<file path="src/rtl/leaf_pkg.sv">
// Shared definitions for the leaf-shell output path: packet field layout and route-table entry.
package leaf_pkg;

    localparam int LEAF_W    = 5;
    localparam int PORT_W    = 4;
    localparam int ADDR_W    = 7;
    localparam int PAYLOAD_W = 32;

    // Packet layout, MSB to LSB: {valid, leaf, port, addr, payload}
    localparam int PKT_ADDR_LSB = PAYLOAD_W;
    localparam int PKT_PORT_LSB = PKT_ADDR_LSB + ADDR_W;
    localparam int PKT_LEAF_LSB = PKT_PORT_LSB + PORT_W;
    localparam int PKT_VLD_BIT  = PKT_LEAF_LSB + LEAF_W;

    typedef struct packed {
        logic              configured;
        logic [LEAF_W-1:0] leaf;
        logic [PORT_W-1:0] port;
    } route_entry_t;

endpackage

</file>
<file path="src/rtl/rr_arbiter.sv">
// Round-robin arbiter: one-hot grant, search starts one past the previous winner.
module rr_arbiter #(
    parameter int N = 3
) (
    input  logic         clk,
    input  logic         reset,
    input  logic [N-1:0] req,
    input  logic         advance,
    output logic [N-1:0] grant
);

    localparam int PW = (N > 1) ? $clog2(N) : 1;

    logic [PW-1:0] ptr;
    logic [PW-1:0] win;
    logic          found;

    always_comb begin
        int idx;
        idx   = 0;
        found = 1'b0;
        win   = ptr;
        for (int k = 0; k < N; k++) begin
            idx = (int'(ptr) + k) % N;
            if (!found && req[idx]) begin
                found = 1'b1;
                win   = PW'(idx);
            end
        end
        grant = '0;
        if (advance && found) begin
            grant[win] = 1'b1;
        end
    end

    // Pointer only moves when a grant is actually issued.
    always_ff @(posedge clk) begin
        if (reset) begin
            ptr <= '0;
        end else if (advance && found) begin
            ptr <= (win == PW'(N - 1)) ? '0 : win + 1'b1;
        end
    end

endmodule

</file>
<file path="src/rtl/leaf_out_arbiter.sv">
// Output scheduler for a leaf shell: round-robin over user streams, route stamping,
// per-port credit flow control and a registered packet output toward the BFT.
module leaf_out_arbiter
    import leaf_pkg::*;
#(
    parameter int PACKET_BITS    = 49,
    parameter int PAYLOAD_BITS   = 32,
    parameter int NUM_LEAF_BITS  = 5,
    parameter int NUM_PORT_BITS  = 4,
    parameter int NUM_ADDR_BITS  = 7,
    parameter int NUM_OUT_PORTS  = 3,
    parameter int CREDIT_BITS    = 8,
    parameter int FREESPACE_INIT = 64
) (
    input  logic                                  clk,
    input  logic                                  reset,
    input  logic                                  cfg_we,
    input  logic [$clog2(NUM_OUT_PORTS)-1:0]      cfg_idx,
    input  logic [NUM_LEAF_BITS-1:0]              cfg_leaf,
    input  logic [NUM_PORT_BITS-1:0]              cfg_port,
    input  logic                                  credit_vld,
    input  logic [$clog2(NUM_OUT_PORTS)-1:0]      credit_idx,
    input  logic [CREDIT_BITS-1:0]                credit_amt,
    input  logic [NUM_OUT_PORTS*PAYLOAD_BITS-1:0] din_leaf_user2interface,
    input  logic [NUM_OUT_PORTS-1:0]              vld_user2interface,
    output logic [NUM_OUT_PORTS-1:0]              ack_interface2user,
    input  logic                                  bft_ready,
    input  logic                                  resend,
    output logic [PACKET_BITS-1:0]                dout_packet
);

    localparam int IDX_W = $clog2(NUM_OUT_PORTS);

    route_entry_t             route      [NUM_OUT_PORTS];
    logic [CREDIT_BITS-1:0]   credit     [NUM_OUT_PORTS];
    logic [CREDIT_BITS-1:0]   credit_nxt [NUM_OUT_PORTS];
    logic [NUM_ADDR_BITS-1:0] seq        [NUM_OUT_PORTS];

    logic [NUM_OUT_PORTS-1:0] eligible;
    logic [NUM_OUT_PORTS-1:0] grant;
    logic                     can_issue;
    logic                     any_grant;

    logic [PAYLOAD_BITS-1:0]  win_payload;
    logic [NUM_LEAF_BITS-1:0] win_leaf;
    logic [NUM_PORT_BITS-1:0] win_port;
    logic [NUM_ADDR_BITS-1:0] win_addr;

    logic [PACKET_BITS-1:0]   pkt_q;
    logic [PACKET_BITS-1:0]   pkt_next;

    // Eligibility never looks at payload data, so ack has no path from din.
    always_comb begin
        for (int i = 0; i < NUM_OUT_PORTS; i++) begin
            eligible[i] = vld_user2interface[i] && route[i].configured && (credit[i] != '0);
        end
    end

    assign can_issue = !resend && (!pkt_q[PKT_VLD_BIT] || bft_ready);

    rr_arbiter #(
        .N (NUM_OUT_PORTS)
    ) u_rr (
        .clk     (clk),
        .reset   (reset),
        .req     (eligible),
        .advance (can_issue),
        .grant   (grant)
    );

    assign ack_interface2user = grant;
    assign any_grant          = |grant;

    always_comb begin
        win_payload = '0;
        win_leaf    = '0;
        win_port    = '0;
        win_addr    = '0;
        for (int i = 0; i < NUM_OUT_PORTS; i++) begin
            if (grant[i]) begin
                win_payload = win_payload | din_leaf_user2interface[i*PAYLOAD_BITS +: PAYLOAD_BITS];
                win_leaf    = win_leaf | route[i].leaf;
                win_port    = win_port | route[i].port;
                win_addr    = win_addr | seq[i];
            end
        end
    end

    always_comb begin
        pkt_next                                      = '0;
        pkt_next[PKT_VLD_BIT]                         = 1'b1;
        pkt_next[PKT_LEAF_LSB +: NUM_LEAF_BITS]       = win_leaf;
        pkt_next[PKT_PORT_LSB +: NUM_PORT_BITS]       = win_port;
        pkt_next[PKT_ADDR_LSB +: NUM_ADDR_BITS]       = win_addr;
        pkt_next[0 +: PAYLOAD_BITS]                   = win_payload;
    end

    // A write lands at the edge, so a same-cycle grant still stamps the old entry.
    always_ff @(posedge clk) begin
        if (reset) begin
            for (int i = 0; i < NUM_OUT_PORTS; i++) begin
                route[i] <= '0;
            end
        end else if (cfg_we) begin
            for (int i = 0; i < NUM_OUT_PORTS; i++) begin
                if (cfg_idx == IDX_W'(i)) begin
                    route[i] <= {1'b1, cfg_leaf, cfg_port};
                end
            end
        end
    end

    // Net change of a grant and a freespace update in one step, saturating at the top.
    always_comb begin
        logic [CREDIT_BITS:0] sum;
        sum = '0;
        for (int i = 0; i < NUM_OUT_PORTS; i++) begin
            sum = {1'b0, credit[i]}
                + ((credit_vld && (credit_idx == IDX_W'(i))) ? {1'b0, credit_amt} : '0)
                - (CREDIT_BITS + 1)'(grant[i]);
            credit_nxt[i] = sum[CREDIT_BITS] ? '1 : sum[CREDIT_BITS-1:0];
        end
    end

    always_ff @(posedge clk) begin
        for (int i = 0; i < NUM_OUT_PORTS; i++) begin
            if (reset) begin
                credit[i] <= CREDIT_BITS'(FREESPACE_INIT);
            end else if (!resend) begin
                credit[i] <= credit_nxt[i];
            end
        end
    end

    always_ff @(posedge clk) begin
        for (int i = 0; i < NUM_OUT_PORTS; i++) begin
            if (reset) begin
                seq[i] <= '0;
            end else if (grant[i]) begin
                seq[i] <= seq[i] + 1'b1;
            end
        end
    end

    // During resend the held packet is frozen even if the downstream reports ready.
    always_ff @(posedge clk) begin
        if (reset) begin
            pkt_q <= '0;
        end else if (any_grant) begin
            pkt_q <= pkt_next;
        end else if (!resend && bft_ready) begin
            pkt_q[PKT_VLD_BIT] <= 1'b0;
        end
    end

    assign dout_packet = resend ? '0 : pkt_q;

endmodule

</file>
<file path="config.mk">
export PLATFORM = sky130hd
export DESIGN_NAME = leaf_out_arbiter
export DESIGN_NICKNAME = d
export VERILOG_FILES = /design/src/rtl/leaf_pkg.sv /design/src/rtl/rr_arbiter.sv /design/src/rtl/leaf_out_arbiter.sv
export SDC_FILE = /design/constraint.sdc
export NUM_CORES = 1
export LEC_CHECK = 0
export ABC_AREA = 1
export BUFFER_PORTS_ARGS = -buffer_cell sky130_fd_sc_hd__buf_2
export CAP_MARGIN = 20
export CORE_UTILIZATION = 40
export DETAILED_ROUTE_END_ITERATION = 16
export PLACE_DENSITY = 0.76
export SLEW_MARGIN = 20
export SYNTH_ARGS = -nofsm -noshare
export SYNTH_HDL_FRONTEND = slang
export SYNTH_SLANG_ARGS = --single-unit
export TNS_END_PERCENT = 100
</file>
<file path="constraint.sdc">
create_clock -name clk -period 4.22 [get_ports clk]
set_input_delay 0.844 -clock clk [delete_from_list [all_inputs] [get_ports clk]]
set_output_delay 0.844 -clock clk [all_outputs]
set_load 0.005 [all_outputs]
</file>
==> results.md <==
- Outcome: complete, no violations
- Total track usage: 20.7%
- Register area share after synthesis: 39.2%
- Vias in the first global route: 7,459
- Prevailing post-synth register cell: edfxtp_1
- Syn-to-layout area delta: 25.8%
- Worst Setup Start Kind: flop
- Place WS: -0.233 ns
- Reg-to-reg startpoint: credit[0][6]$_SDFFCE_PP1P_
- WHS: 0.501 ns
- Crit path max fanout: 6
- Met2 Resource Use GR: 34.7%
- Site Rows: 52
- Met1 GRT Util: 26.4%
- Critical path class: flop to flop
- Register-to-Register Path Depth: 27
- Fmax: 0.237 GHz
- Count of distinct cell types in the synthesized netlist: 35
- WL final: 22,800 µm
- Port Buf Inserts: 177
- Placer Congestion: 0.851
- Worst stage delay on the critical path: 0.42 ns
- Drc violations: 0
- Die area: 21,500 µm²
- Nets: 1,467
- Max VDD drop: 0.431 mV
- Yosys top cell by area: edfxtp_1
- Final std cells w/o fill: 1,567
- Setup slack, reg-to-reg: 0.006 ns
- Antenna viol nets, final: 0
- TritonRoute pass-1 iters: 5
- Power per cell area: 680 nW/µm²
- Fin. Hold Viols: 0
- Hold_buf cts: 0
- Worst Hold Class: flop to flop
- Largest net degree at the start of global routing: 96
- First-pass GRT wire length: 35,700 µm
- GR Overflow Total: 0
- Flops & latches, synth: 126
- Clock Skew: 0.00769 ns
- CTS tree: built
- Global routing usage on met3: 4.47%
- Max cap viols: 0
- Most used cell, CP: nand2_1
- Top post-synthesis cells by count: inv_1 (232), nand2_1 (130), nand3_1 (121)
- Crit. End Element: flop
- Post-synth EDFFs: 75
- Root buf cell: clkbuf_16
- Mapped Cells: 1,100
- Antenna violations before repair: 0
- Worst setup path start: credit[0][6]$_SDFFCE_PP1P_
- Final min period: 4.21 ns
- CP arrival: 4.40 ns
- Critical Path End: credit[1][1]$_SDFFCE_PN0P_
- Layout cells sized above 1: 25.8%
- Unrepaired setup endpoints after global routing: yes
- Post-DP HPWL: 15,400 µm
- N_diodes: 0
- Vias/cell: 5.11
- Fin Setup TNS: 0 ns
- Syn nets: 1,283
- CTS Buf Count: 17
- Final setup viols: 0
- Synth Cell Area: 8350 µm²
- Pins Over Slew Limit: 0
- Cell total after placement: 1,521
- Clock-pin transition on the worst setup and hold timing paths: 0.06 ns
- Final period util: 99.9%
- Final Power: 7.15 mW
- Die height: 147 µm
- Async set or reset register ratio after synthesis: 0%
- Most frequent cell after synthesis: inv_1
- Die W: 147 µm
- Leak pwr: 5.14 nW
- Ports: 178
- Synth top area cells: edfxtp_1 (27%), dfxtp_1 (12%), inv_1 (10%)
- Core ar.: 20,400 µm²
- Syn_area_per_cell: 7.59 µm²
- Routed WL per cell: 14.5 µm
- H-Tree Depth: 4
- Synth Warn #: 0
- Clock Latency Late Sink: 0.42 ns
- Clock sinks: 126
- Iter 0 DRT Violations: 546
- Starting density of the core: 41.0%
- Reg2reg end: credit[1][1]$_SDFFCE_PN0P_
- CTS Buffer Depth: 2
- Worst path required time: 4.40 ns
- Total number of vias: 8,011
- Max transition margin: 26.5%
- Final WS setup: 0.00624 ns
- CP max stage cell: edfxtp_1
- Synth top area share: 27.0%
- Least-Margin Pin Slew: 1.10 ns
- Gr busiest metal: met2
-- metal layers --
metal	share of wire (%)	vias up
met4	1.8	0
met2	49	323
met3	6.8	29
met5	0	-
li1	-	3976
met1	43	3683
-- cells in the final DEF (no fill, tap or decap), types with 4 or more instances in the layout --
master,instances
o21ai_1,10
nor2_2,8
a21o_1,6
o21ai_0,15
nor3_1,6
buf_2,177
nand3b_1,4
nand3_2,6
xnor2_1,8
ha_4,7
a21oi_1,71
nand3_1,115
a31oi_1,48
nand2_1,122
inv_2,16
nand4_1,52
xor2_2,5
clkbuf_16,17
nor2_1,86
edfxtp_1,75
nand2_2,11
dfxtp_1,49
buf_4,46
ha_1,46
inv_1,223
clkinvlp_4,4
inv_6,5
xor2_1,18
-- metrics by stage --
stage	area, µm²	util, %
final	10500	51.6
after global routing	10500	51.6
after CTS	10200	49.9
after detailed placement	9550	46.9
after global placement	9550	46.9
after floorplan	8350	-
-- power breakdown --
group	internal, mW	total, mW	switching, mW
Sequential	1.67	1.82	0.143
Combinational	1.39	3.88	2.49
Clock	0.877	1.46	0.578
Total	3.94	7.15	3.21
-- worst min-delay path by stage --
stage	startpoint	to	cells past startpoint	slack, ns
2_1_floorplan	pkt_q[48]$_SDFFE_PP0P_	pkt_q[48]$_SDFFE_PP0P_	2	0.47
5_1_grt	pkt_q[48]$_SDFFE_PP0P_	pkt_q[48]$_SDFFE_PP0P_	2	0.53
3_3_place_gp	pkt_q[48]$_SDFFE_PP0P_	pkt_q[48]$_SDFFE_PP0P_	2	0.48
4_1_cts	pkt_q[48]$_SDFFE_PP0P_	pkt_q[48]$_SDFFE_PP0P_	2	0.51
3_5_place_dp	pkt_q[48]$_SDFFE_PP0P_	pkt_q[48]$_SDFFE_PP0P_	2	0.50
6_report	pkt_q[48]$_SDFFE_PP0P_	pkt_q[48]$_SDFFE_PP0P_	2	0.50
-- cells by family after synthesis --
family / after synthesis / synth area share (%)
simple gates: 425 / 23.6
buf+inv: 302 / 14.5
compound gates: 159 / 10.7
flops: 126 / 39.2
fa+ha+maj: 57 / 8.81
xor+xnor: 31 / 3.25
-- sequential cells by signal (all words and copies together), names as in the netlist --
name,count
route,30
pkt_q,49
u_rr.ptr,2
seq,21
credit,24
-- repair_timing --
action / in CTS / in global routing
buffers inserted: 0 / 14
endpoints found under the setup margin: 3 / 24
gates resized for setup: 3 / 71
pin swaps: 0 / 46
-- worst max-delay path: cells and delay by family (launching register included) --
| family | cells | cell delay (ns) |
|---|---|---|
| simple gates | 14 | 1.53 |
| buf+inv | 5 | 0.30 |
| compound gates | 4 | 0.75 |
| fa+ha+maj | 3 | 0.72 |
| xor+xnor | 1 | 0.23 |
| flops | 1 | 0.42 |
-- layout make-up --
class                      count  area, µm²
inverter                     243        920
sequential                   126       3280
clock inverter                14        156
clock buffer                  18        429
fill                        1873       9860
multi-input combinational    672       4150
timing repair buffer         224       1240
tap                          270        338
(Power assumes the default switching activity.)
